<file path="config.mk">
export PLATFORM = sky130hd
export DESIGN_NAME = stopwatch_upcount
export DESIGN_NICKNAME = d
export VERILOG_FILES = /design/src/rtl/stopwatch_upcount_pkg.sv /design/src/rtl/stopwatch_upcount_bcd_up_stage.sv /design/src/rtl/stopwatch_upcount.sv
export SDC_FILE = /design/constraint.sdc
export NUM_CORES = 1
export LEC_CHECK = 0
export CORE_MARGIN = 2
export CORE_UTILIZATION = 35
export CTS_CLUSTER_SIZE = 28
export DETAILED_ROUTE_END_ITERATION = 10
export MAX_ROUTING_LAYER = met4
export PLACE_DENSITY = 0.65
export SKIP_LAST_GASP = 1
export SYNTH_ARGS = -nofsm -noshare
export SYNTH_HDL_FRONTEND = slang
export SYNTH_SLANG_ARGS = --single-unit
</file>
<file path="constraint.sdc">
create_clock -name clk -period 2.42 [get_ports clk]
set_input_delay 0.484 -clock clk [delete_from_list [all_inputs] [get_ports clk]]
set_output_delay 0.484 -clock clk [all_outputs]
set_load 0.005 [all_outputs]
</file>
<file path="src/rtl/stopwatch_upcount_pkg.sv">
// Shared constants, state codes and the BCD time record for the count-up stopwatch.
package stopwatch_upcount_pkg;

  localparam int                     BCD_BIT_WIDTH = 4;
  localparam logic [BCD_BIT_WIDTH-1:0] BCD_ZERO    = 4'd0;
  localparam logic [BCD_BIT_WIDTH-1:0] INCREMENT   = 4'd1;
  localparam logic                   ENABLED       = 1'b1;
  localparam logic                   DISABLED      = 1'b0;

  typedef enum logic [1:0] {
    SW_IDLE  = 2'd0,
    SW_RUN   = 2'd1,
    SW_PAUSE = 2'd2,
    SW_LAP   = 2'd3
  } sw_state_e;

  typedef struct packed {
    logic [BCD_BIT_WIDTH-1:0] min1;
    logic [BCD_BIT_WIDTH-1:0] min0;
    logic [BCD_BIT_WIDTH-1:0] sec1;
    logic [BCD_BIT_WIDTH-1:0] sec0;
  } bcd_time_t;

  localparam bcd_time_t TIME_ZERO = '{BCD_ZERO, BCD_ZERO, BCD_ZERO, BCD_ZERO};

endpackage

</file>
<file path="src/rtl/stopwatch_upcount_bcd_up_stage.sv">
// One BCD up-counting digit: advances on increase, wraps at limit and flags carry.
module bcd_up_stage
  import stopwatch_upcount_pkg::*;
(
  input  logic                     clk,
  input  logic                     rst,
  input  logic                     clear,
  input  logic                     increase,
  input  logic [BCD_BIT_WIDTH-1:0] limit,
  output logic [BCD_BIT_WIDTH-1:0] value,
  output logic                     carry
);

  logic [BCD_BIT_WIDTH-1:0] value_d;
  logic [BCD_BIT_WIDTH-1:0] value_q;

  always_comb begin
    value_d = value_q;
    if (clear) begin
      value_d = BCD_ZERO;
    end else if (increase) begin
      value_d = (value_q == limit) ? BCD_ZERO : value_q + INCREMENT;
    end
  end

  always_ff @(posedge clk or negedge rst) begin
    if (!rst) begin
      value_q <= BCD_ZERO;
    end else begin
      value_q <= value_d;
    end
  end

  assign value = value_q;
  assign carry = increase && (value_q == limit);

endmodule

</file>
<file path="src/rtl/stopwatch_upcount.sv">
// Count-up MM:SS stopwatch: start/pause/lap/clear FSM, four chained BCD stages,
// sticky wrap flag and a lap snapshot that can freeze the display.
module stopwatch_upcount
  import stopwatch_upcount_pkg::*;
#(
  parameter logic [BCD_BIT_WIDTH-1:0] UNIT_LIMIT = 4'd9,
  parameter logic [BCD_BIT_WIDTH-1:0] TENS_LIMIT = 4'd5
) (
  input  logic                     clk,
  input  logic                     rst,
  input  logic                     tick,
  input  logic                     start_stop,
  input  logic                     lap,
  input  logic                     clear,
  output logic [BCD_BIT_WIDTH-1:0] disp_sec0,
  output logic [BCD_BIT_WIDTH-1:0] disp_sec1,
  output logic [BCD_BIT_WIDTH-1:0] disp_min0,
  output logic [BCD_BIT_WIDTH-1:0] disp_min1,
  output logic                     running,
  output logic                     lap_hold,
  output logic                     overflow
);

  sw_state_e state_d, state_q;
  bcd_time_t live;
  bcd_time_t snap_d, snap_q;
  bcd_time_t shown;
  logic      overflow_d, overflow_q;
  logic      running_q, lap_hold_q;
  logic      count_en, clear_acc, snap_load;
  logic      carry_sec0, carry_sec1, carry_min0, carry_min1;

  assign count_en  = tick && (state_q == SW_RUN || state_q == SW_LAP);
  assign clear_acc = clear && (state_q == SW_IDLE || state_q == SW_PAUSE);

  bcd_up_stage u_sec0 (.clk(clk), .rst(rst), .clear(clear_acc), .increase(count_en),
                       .limit(UNIT_LIMIT), .value(live.sec0), .carry(carry_sec0));
  bcd_up_stage u_sec1 (.clk(clk), .rst(rst), .clear(clear_acc), .increase(carry_sec0),
                       .limit(TENS_LIMIT), .value(live.sec1), .carry(carry_sec1));
  bcd_up_stage u_min0 (.clk(clk), .rst(rst), .clear(clear_acc), .increase(carry_sec1),
                       .limit(UNIT_LIMIT), .value(live.min0), .carry(carry_min0));
  bcd_up_stage u_min1 (.clk(clk), .rst(rst), .clear(clear_acc), .increase(carry_min0),
                       .limit(TENS_LIMIT), .value(live.min1), .carry(carry_min1));

  // Pulse priority is clear > start_stop > lap, resolved per state so at most one move happens.
  always_comb begin
    state_d   = state_q;
    snap_load = DISABLED;
    case (state_q)
      SW_IDLE: begin
        if (clear)           state_d = SW_IDLE;
        else if (start_stop) state_d = SW_RUN;
      end
      SW_RUN: begin
        if (start_stop) begin
          state_d = SW_PAUSE;
        end else if (lap) begin
          state_d   = SW_LAP;
          snap_load = ENABLED;
        end
      end
      SW_LAP: begin
        if (start_stop) state_d = SW_PAUSE;
        else if (lap)   state_d = SW_RUN;
      end
      SW_PAUSE: begin
        if (clear)           state_d = SW_IDLE;
        else if (start_stop) state_d = SW_RUN;
      end
      default: state_d = SW_IDLE;
    endcase

    snap_d = snap_load ? live : snap_q;

    overflow_d = overflow_q;
    if (clear_acc)       overflow_d = DISABLED;
    else if (carry_min1) overflow_d = ENABLED;
  end

  always_ff @(posedge clk or negedge rst) begin
    if (!rst) begin
      state_q    <= SW_IDLE;
      running_q  <= DISABLED;
      lap_hold_q <= DISABLED;
      overflow_q <= DISABLED;
      snap_q     <= TIME_ZERO;
    end else begin
      state_q    <= state_d;
      running_q  <= (state_d == SW_RUN) || (state_d == SW_LAP);
      lap_hold_q <= (state_d == SW_LAP);
      overflow_q <= overflow_d;
      snap_q     <= snap_d;
    end
  end

  assign shown     = lap_hold_q ? snap_q : live;
  assign disp_sec0 = shown.sec0;
  assign disp_sec1 = shown.sec1;
  assign disp_min0 = shown.min0;
  assign disp_min1 = shown.min1;
  assign running   = running_q;
  assign lap_hold  = lap_hold_q;
  assign overflow  = overflow_q;

endmodule

</file>
==> run metrics, run 1 <==
hpwl dp ~2500 um; Least-Margin Pin Slew 0.825 ns; reg-to-reg endpoint u_min1.value[0]; nets 218; Core Box Area 5440 um^2; area of the multi-input gates 948 um^2; Max-slew headroom 0.450; area delta synth->final 20.9%; setup TNS 0 ns; Synth cell types 35; vias in the first global route 1,313; critical path type reg -> out; RSZ-0062 raised after global routing no; CTS root buffer clkbuf_8; fillcell total 528; total power 1.31 mW; Tot GR Track Use 0.131; FMAX around 0.46 GHz; cell count after synthesis 178; Detail Route Antenna Nets 0; Post-Route WL 3620 um; Reg clk slew, reported paths 0.07 ns; Mapped Nets around 190; Ys Warns 0; Crit. End Element output port; ANT cells 0; drt wl/cell approximately 13 um; fraction of layout cells with a size suffix above 1 0.224; post-route non-filler standard cell count approximately 280; final hold vios 0; post-synth top area cell dfrtp_1; Starting Density 0.358; Lkg Pwr around 1.1 nW; worst reg-to-reg setup slack approximately 0.60 ns; Area contributors post-synth dfrtp_1, mux2_2, ha_1, o21ai_0, nand2_1; hold_buf cts 0; 1st-iter DRT viols 49; Top-Level Pins 25; routability cong. 0.765; Worst Path Max Fanout 23; Setup Viol. Count Final 0; mean post-synth cell area approximately 11 um^2; pin count of the biggest net entering global routing 38; hold_ws 0.287 ns; worst skew pair latency 0.29 ns; post-CTS sizing 0; pre-CTS setup slack 0.376 ns; die height 78.6 um; clk sinks 37; fin crit share 0.903; Sequential Area 926 um^2; maxcap violations 0; CTS buffer count 5; initial antenna violation count 0; Critical R2R Launch u_sec0.value[1]; final count of pins violating max slew 0; WP data arrival 1.70 ns; Main synth FF type dfrtp_1; Critical Path RT 1.94 ns; Die Area about 6000 um^2; CTS tree yes; pwr/cell area around 560 nW/um^2; postcts setup bufs 0; post-synthesis sequential area ratio 0.475; Port Buffers 24; Yosys top cell area share 0.475; number of synthesized flops with an enable pin 0; asr flop ratio synth 1.00; Worst VDD drop ~0.30 mV; #FFs+latches synth 37; DRC Markers 0; GRT overflow 0; first-pass GRT wire length between 6000 and 7000 um; critical path startpoint category flip-flop; die width a little under 80 um; status finished clean; synthesized area between 1500 and 2000 um^2; Util after Layout 0.433; min Tclk post-route between 2 and 2.5 ns; Placed Area around 2300 um^2; H-Tree Depth 2; Worst Clk Skew around 0.0038 ns; r2r worst-path depth 6; Hold Path Class in -> async; slack of the critical path 0.235 ns; cell count after placement 269; row cnt 27; detail-routed via count per cell about 4.9; Final Instance Area about 2400 um^2; drt pass-1 iters 4; clk buf depth 2; vias 1,370
where the power goes:
group	internal (mW)	leakage (nW)	switching, mW
Clock	0.257	0.0542	0.221
Combinational	0.0810	0.501	0.0812
Sequential	0.648	0.510	0.0247
worst max-delay path, stage by stage, from the launching register on:
cell,delay [ns]
dfrtp_1,0.32
buf_4,0.26
mux2_2,0.37
clkdlybuf4s50_1,0.44
layout make-up:
type | count | area share
flip-flops and latches | 37 | 0.393
clock inverters | 1 | 0.00212
multi-input cells | 125 | 0.402
well taps | 72 | 0.0382
inverters | 7 | 0.0111
clock buffers | 7 | 0.0409
repair buffers | 28 | 0.113
per-layer routing:
| layer | track usage | up-vias | part of all wire |
|---|---|---|---|
| met5 | - | - | 0 |
| met1 | 0.164 | 664 | 0.49 |
| met4 | 0.0421 | 0 | 0.012 |
| li1 | - | 682 | - |
| met2 | 0.200 | 18 | 0.46 |
| met3 | 0.0425 | 6 | 0.038 |
logic make-up after synthesis:
kind of cell	after synthesis	synth area share
flops	37	0.475
simple gates	53	0.161
compound gates	34	0.102
buf+inv	16	0.0385
mux	30	0.172
fa+ha+maj	8	0.0513
registers in the layout (all words and copies together) (netlist names):
signal	flops
lap_hold	1
overflow	1
running	1
snap_q	16
state_q	2
u_min0.value	4
u_min1.value	4
u_sec0.value	4
u_sec1.value	4
synthesized netlist by cell type (3+ instances only):
| master | count |
|---|---|
| dfrtp_1 | 37 |
| mux2_2 | 28 |
| nand2_1 | 15 |
| o21ai_0 | 15 |
| a21oi_1 | 9 |
| ha_1 | 8 |
| nand3_1 | 8 |
| inv_1 | 7 |
| nor2_1 | 4 |
| nor2b_1 | 4 |
| or3_1 | 4 |
| buf_2 | 3 |
| clkbuf_1 | 3 |
| o211ai_1 | 3 |
| o31ai_1 | 3 |
worst max-delay path by stage:
stage              from               to  slack, ns  cells past startpoint
6_report       lap_hold     disp_sec1[0]       0.24                      3
5_1_grt        lap_hold     disp_min0[0]       0.16                      3
4_1_cts        lap_hold     disp_sec1[0]       0.21                      3
3_5_place_dp        lap        snap_q[3]       0.38                      5
3_3_place_gp       tick  u_min1.value[0]       0.41                      5
2_1_floorplan       lap        snap_q[0]       0.82                      5
cell usage in the layout, fill, tap and decap left out, types with 2 or more instances in the layout:
| master | n |
|---|---|
| o31ai_1 | 3 |
| ha_1 | 8 |
| and3_1 | 2 |
| buf_4 | 4 |
| clkbuf_8 | 7 |
| inv_1 | 7 |
| nor3_1 | 2 |
| and3b_2 | 2 |
| o21ai_0 | 15 |
| nor2_1 | 4 |
| nand3_1 | 8 |
| clkdlybuf4s50_1 | 23 |
| and3b_1 | 2 |
| and2_1 | 2 |
| nor2b_1 | 4 |
| nand2b_1 | 2 |
| mux2i_1 | 2 |
| mux2_2 | 28 |
| o211ai_1 | 3 |
| nand2_1 | 15 |
| dfrtp_1 | 37 |
| a21oi_1 | 9 |
| or3_1 | 4 |
(Power assumes the default switching activity.)
==> run 2, diff against run 1 <==
--- a/config.mk
+++ b/config.mk
@@ -6,11 +6,11 @@
 export NUM_CORES = 1
 export LEC_CHECK = 0
 export CORE_MARGIN = 2
-export CORE_UTILIZATION = 35
+export CORE_UTILIZATION = 55
 export CTS_CLUSTER_SIZE = 28
 export DETAILED_ROUTE_END_ITERATION = 10
 export MAX_ROUTING_LAYER = met4
-export PLACE_DENSITY = 0.65
+export PLACE_DENSITY = 0.89
 export SKIP_LAST_GASP = 1
 export SYNTH_ARGS = -nofsm -noshare
 export SYNTH_HDL_FRONTEND = slang
==> run 2 against run 1 <==
Critical path type unchanged. Combinational power is 4% higher. Largest cell class unchanged. Critical endpoint is now disp_sec0[2]. Clock skew is 0.0029 ns higher. Total power is 10% lower. Worst setup slack worse by 0.083 ns. Worst hold slack better by 0.22 ns. Highest routed layer unchanged.
==> run metrics, run 2 (same netlist as run 1, synthesis figures left out) <==
Core Box Area 3360 um^2 (-38%); die height 63.5 um (-19%); Worst VDD drop 0.414 mV (+39%); Die Area 4040 um^2 (-35%); Setup crit end disp_sec0[2]; reg-to-reg endpoint u_min0.value[2]; worst reg-to-reg setup slack 0.55 ns (-0.05 ns); r2r worst-path depth 6 (unchanged); Port Buffers 24 (unchanged); GRT overflow 0 (unchanged); area delta synth->final 18.2%; WP data arrival 1.78 ns (+0.08 ns); 1st-iter DRT viols 60 (+22%); Post-Route WL 3880 um (+7.1%); Lkg Pwr 1.05 nW (-1.4%); Setup Viol. Count Final 0 (unchanged); die width 63.5 um (-19%); CTS root buffer clkbuf_4; WL met1 1680 um (-4.5%); Hold Path Class reg -> reg; min Tclk post-route 2.27 ns (+0.0825 ns); post-route non-filler standard cell count 251 (-9.4%); clk buf depth 2 (unchanged); Starting Density 0.580 (+0.221); post-CTS sizing 0 (unchanged); row cnt 21 (-22%); CTS buffer count 5 (unchanged); worst skew pair latency 0.34 ns (+0.05 ns); vias in the first global route 1,430 (+8.9%); Max-slew headroom 0.687 (+0.237); postcts setup bufs 0 (unchanged); DR WL met2 2000 um (+19%); Crit. End Element output port; routability cong. 0.860 (+12%); fraction of layout cells with a size suffix above 1 0.215 (-0.00976); H-Tree Depth 2 (unchanged); first-pass GRT wire length 6560 um (+5.9%); RSZ-0062 raised after global routing no; maxcap violations 0 (unchanged); critical path, cell by cell buf_12 > mux2_2 > clkdlybuf4s50_1; Worst Path Max Fanout 21 (-8.7%); status finished clean; max incr delay on CP 0.46 ns (+0.02 ns); Detail Route met3 WL 139 um (unchanged); final count of pins violating max slew 0 (unchanged); Critical R2R Launch u_sec0.value[1]; slowest CP cell clkdlybuf4s50_1; drt wl/cell 15.5 um (+18%); setup TNS 0 ns (unchanged); Worst Clk Skew 0.00667 ns (+0.00286 ns); hpwl dp 2760 um (+11%); most frequent cells in the layout dfrtp_1, mux2_2, clkdlybuf4s50_1, o21ai_0, nand2_1; hold_buf cts 0 (unchanged); CTS tree yes; critical path type reg -> out; Reg clk slew, reported paths 0.11 ns (+0.04 ns); number of flip-flops in the largest register 16 (unchanged); detail-routed via count per cell 5.71 (+15%); pin count of the biggest net entering global routing 38 (unchanged); fin crit share 0.937 (+0.0341); ANT cells 0 (unchanged); drt pass-1 iters 4 (unchanged); Top-Level Pins 25 (unchanged); final hold vios 0 (unchanged); DR top layer met4; Critical Path RT 1.94 ns (about the same); Tot GR Track Use 0.218 (+0.0877); vias 1,432 (+4.5%); pwr/cell area 513 nW/um^2 (-8.0%); DRC Markers 0 (unchanged); fillcell total 265 (-50%); commonest non-fill, non-tap cell in the layout dfrtp_1; critical path startpoint category flip-flop; clk sinks 37 (unchanged); nets 219 (+0.46%); total power 1.18 mW (-10%); cell count after placement 244 (-9.3%); initial antenna violation count 0 (unchanged); Largest Register snap_q; crit path from lap_hold; FMAX 0.441 GHz (-3.6%); Util after Layout 0.685 (+0.251); area of the multi-input gates 948 um^2 (unchanged); Sequential Area 926 um^2 (unchanged); hold path cells 1; Least-Margin Pin Slew 0.469 ns (-0.356 ns); Detail Route Antenna Nets 0 (unchanged)
run 2: worst min path at each step:
stage,from,endpoint
after global routing,snap_q[14],snap_q[14]
after CTS,snap_q[6],snap_q[6]
after detailed placement,snap_q[6],snap_q[6]
final,snap_q[6],snap_q[6]
after global placement,overflow,overflow
after floorplan,rst,lap_hold
run 2: routing by layer:
layer | up-vias | global-route usage
met3 | 6 | 0.0500
met1 | 706 | 0.256
li1 | 688 | -
met2 | 32 | 0.362
met5 | - | -
met4 | 0 | 0.0897
run 2: cell type report:
cell class,count,area share
Inverter,7,0.0114
Multi-Input combinational cell,125,0.412
Sequential cell,37,0.402
Tap cell,46,0.0250
Timing Repair Buffer,29,0.126
Clock buffer,7,0.0239
run 2: metrics by stage:
| step | cell area [um^2] | hold slack, ns | worst slack, ns |
|---|---|---|---|
| after floorplan | 1950 | 0.188 | 0.824 |
| after global placement | 2250 | 0.483 | 0.429 |
| after detailed placement | 2250 | 0.492 | 0.364 |
| after CTS | 2300 | 0.516 | 0.141 |
| after global routing | 2300 | 0.540 | 0.0703 |
| final | 2300 | 0.512 | 0.153 |
run 2: power by group:
group	internal [mW]	switching, mW	leakage, nW	total [mW]
clock	0.137	0.197	0.0314	0.334
sequential	0.648	0.0304	0.510	0.679
combinational	0.0872	0.0811	0.509	0.168
run 2: worst max-delay path: cells and delay by family (launching register included):
kind | cells | cell delay (ns)
muxes | 1 | 0.35
DFF | 1 | 0.45
buffers and inverters | 2 | 0.64
==> run 3, diff against run 2 <==
--- a/config.mk
+++ b/config.mk
@@ -5,12 +5,16 @@
 export SDC_FILE = /design/constraint.sdc
 export NUM_CORES = 1
 export LEC_CHECK = 0
+export ABC_AREA = 1
+export CELL_PAD_IN_SITES_DETAIL_PLACEMENT = 1
+export CELL_PAD_IN_SITES_GLOBAL_PLACEMENT = 1
 export CORE_MARGIN = 2
-export CORE_UTILIZATION = 55
+export CORE_UTILIZATION = 50
 export CTS_CLUSTER_SIZE = 28
 export DETAILED_ROUTE_END_ITERATION = 10
+export DONT_BUFFER_PORTS = 1
 export MAX_ROUTING_LAYER = met4
-export PLACE_DENSITY = 0.89
+export PLACE_DENSITY = 0.93
 export SKIP_LAST_GASP = 1
 export SYNTH_ARGS = -nofsm -noshare
 export SYNTH_HDL_FRONTEND = slang
==> run 3 against run 2 <==
Combinational power rose to 2.7 times the previous value. Count of clock-buffer cells in the layout stayed put. Routed wire length up 11%. Global-route usage increased by 2.5 points. Die area increased by 8.0%. Largest power group unchanged. Critical endpoint is now disp_sec0[0]. Sequential power increased by 32%. Cell count rose by 12%. Clock skew is 0.0023 ns lower. Synthesized cell count increased by 29%. Clock power increased by 31%.
==> run metrics, run 3 <==
Max-slew headroom 0.686 (-0.000881); 1st-iter DRT viols 118 (+97%); CTS tree yes; max incr delay on CP 0.53 ns (+0.07 ns); CP bufs+invs 1 (-1); critical path startpoint category flip-flop; drt pass-1 iters 4 (unchanged); hpwl dp 3100 um (+12%); maxcap violations 0 (unchanged); Reg clk slew, reported paths 0.07 ns (-0.04 ns); Area contributors post-synth dfrtp_1, nand2_1, o21ai_0, ha_1, inv_1; Mapped Nets 243 (+27%); Starting Density 0.522 (-0.0579); postcts setup bufs 0 (unchanged); min Tclk post-route 1.79 ns (-0.481 ns); Worst VDD drop 0.366 mV (-12%); RSZ-0062 raised after global routing no; Core Box Area 3690 um^2 (+9.7%); drt wl/cell 15.4 um (about the same); status finished clean; Worst Path Max Fanout 21 (unchanged); Post-synth top cells nand2_1, dfrtp_1, o21ai_0; routability cong. 0.855 (-0.51%); CTS buffer count 5 (unchanged); total power 1.78 mW (+51%); Yosys top cell area share 0.481 (+0.00618); Crit. End Element output port; setup TNS 0 ns (unchanged); initial antenna violation count 0 (unchanged); Port Buffers 0 (-100%); H-Tree Depth 2 (unchanged); row cnt 22 (+4.8%); fillcell total 469 (+77%); post-synthesis sequential area ratio 0.481 (+0.00618); Top-Level Pins 25 (unchanged); Synth cell types 25 (-29%); critical path type reg -> out; Detail Route Antenna Nets 0 (unchanged); Post-Route WL 4320 um (+11%); slack of the critical path 0.634 ns (+0.481 ns); Main synth FF type dfrtp_1; slowest CP cell dfrtp_1; Hold Path Class in -> async; Lkg Pwr 0.943 nW (-10%); Util after Layout 0.561 (-0.124); delay-heaviest family, CP flip-flops; final count of pins violating max slew 0 (unchanged); CTS root buffer clkbuf_8; synthesized area 1920 um^2 (-1.3%); Ys Warns 0 (unchanged); clk buf depth 2 (unchanged); die width 66.0 um (+3.9%); DRC Markers 0 (unchanged); pre-CTS setup slack 0.882 ns (+0.519 ns); first-pass GRT wire length 7740 um (+18%); number of flip-flops in the largest register 16 (unchanged); asr flop ratio synth 1.00 (unchanged); most frequent cells in the layout nand2_1, dfrtp_1, o21ai_0, inv_1, o21ai_1; fin crit share 0.738 (-0.199); WP data arrival 1.30 ns (-0.48 ns); Setup Viol. Count Final 0 (unchanged); area delta synth->final 7.48%; FMAX 0.560 GHz (+27%); vias 1,514 (+5.7%); mean post-synth cell area 8.40 um^2 (-23%); Critical Path RT 1.94 ns (about the same); detail-routed via count per cell 5.41 (-5.2%); pin count of the biggest net entering global routing 38 (unchanged); worst skew pair latency 0.29 ns (-0.05 ns); number of synthesized flops with an enable pin 0 (unchanged); nets 246 (+12%); fraction of layout cells with a size suffix above 1 0.0948 (-0.120); die height 66.0 um (+3.9%); Die Area 4360 um^2 (+8.0%); clk sinks 37 (unchanged); Largest Register snap_q; commonest non-fill, non-tap cell in the layout nand2_1; #FFs+latches synth 37 (unchanged); Tot GR Track Use 0.244 (+0.0253); Least-Margin Pin Slew 0.469 ns (-0.000410 ns); final hold vios 0 (unchanged); vias in the first global route 1,603 (+12%); most common cell in the synthesized netlist nand2_1; critical path, cell by cell buf_4 > nand2_1 > o21ai_0; ANT cells 0 (unchanged); GRT overflow 0 (unchanged); post-synth top area cell dfrtp_1; Worst Clk Skew 0.00437 ns (-0.00230 ns); pwr/cell area 861 nW/um^2 (+68%); cell count after synthesis 229 (+29%)
==> run 3: changes by cell type after synthesis, moves of 4 or more <==
cell | before | now
mux2_2 | 28 | 0
xor2_1 | 0 | 5
nor2_1 | 4 | 11
o21ai_0 | 15 | 26
or3_1 | 4 | 0
inv_1 | 7 | 22
o21ai_1 | 0 | 16
a21oi_1 | 9 | 3
nor2b_1 | 4 | 0
nand3_1 | 8 | 14
o22ai_1 | 0 | 4
nor2_2 | 0 | 4
nand2_1 | 15 | 55
==> run 3: worst paths after layout <==
path | from | slack (ns) | to | depth (start not counted)
worst min-delay path | rst | 0.02 | u_sec0.value[0] | 1
worst min register to register | snap_q[10] | 0.49 | snap_q[10] | 2
max in group asynchronous | rst | 2.21 | snap_q[8] | 1
worst max register to register | u_min0.value[1] | 0.85 | u_min0.value[1] | 7
worst max-delay path | lap_hold | 0.63 | disp_sec0[0] | 3
min in group clk | start_stop | 0.38 | state_q[1] | 2
==> run 3: repair_timing <==
item | CTS | global route
hold endpoints to repair | 37 | 0
resized for setup | 0 | 0
hold buffers | 1 | 0
endpoints found under the setup margin | 0 | 0
==> run 3: worst reg2reg max path: cells and delay by family (launching register included) <==
family,cells,cell delay [ns]
AO/OA/AOI/OAI,1,0.09
flip-flops,1,0.41
buffers and inverters,1,0.12
adder cells (fa/ha/maj),1,0.16
AND/OR/NAND/NOR,4,0.68
==> run 3: metrics by stage <==
stage	hold slack, ns	cells	cell area (um^2)
2_1_floorplan	0.188	229	1920
3_3_place_gp	0.189	272	1960
3_5_place_dp	0.189	272	1960
4_1_cts	0.0195	280	2070
5_1_grt	0.0210	280	2070
6_report	0.0218	280	2070
==> run 3: layout make-up <==
class	instances	area (um^2)	area share
Timing Repair Buffer	3	35.0	0.0169
Clock buffer	7	86.3	0.0417
Sequential cell	37	926	0.448
Multi-Input combinational cell	161	871	0.421
Inverter	24	90.1	0.0436
Tap cell	48	60.1	0.0290
==> run 3: cell families (layout without fill, tap and decap cells) <==
group / count (synthesis) / in the layout / share of synthesized area
fa+ha+maj: 8 / 8 / 0.0520
flops: 37 / 37 / 0.481
buf+inv: 31 / 34 / 0.0663
xor+xnor: 7 / 7 / 0.0319
simple gates: 96 / 96 / 0.235
compound gates: 50 / 50 / 0.134
==> run 3: where the power goes <==
part / internal [mW] / leakage, nW / switching (mW)
clock network: 0.226 / 0.0443 / 0.213
registers: 0.754 / 0.498 / 0.140
logic: 0.156 / 0.400 / 0.291
total: 1.14 / 0.943 / 0.644
==> run 3: metal layers <==
layer	global-route usage	vias up	wire (um)
met5	-	-	0
met4	0.0765	0	82
met3	0.0545	9	155
met2	0.395	33	2150
met1	0.306	720	1940
li1	-	752	-
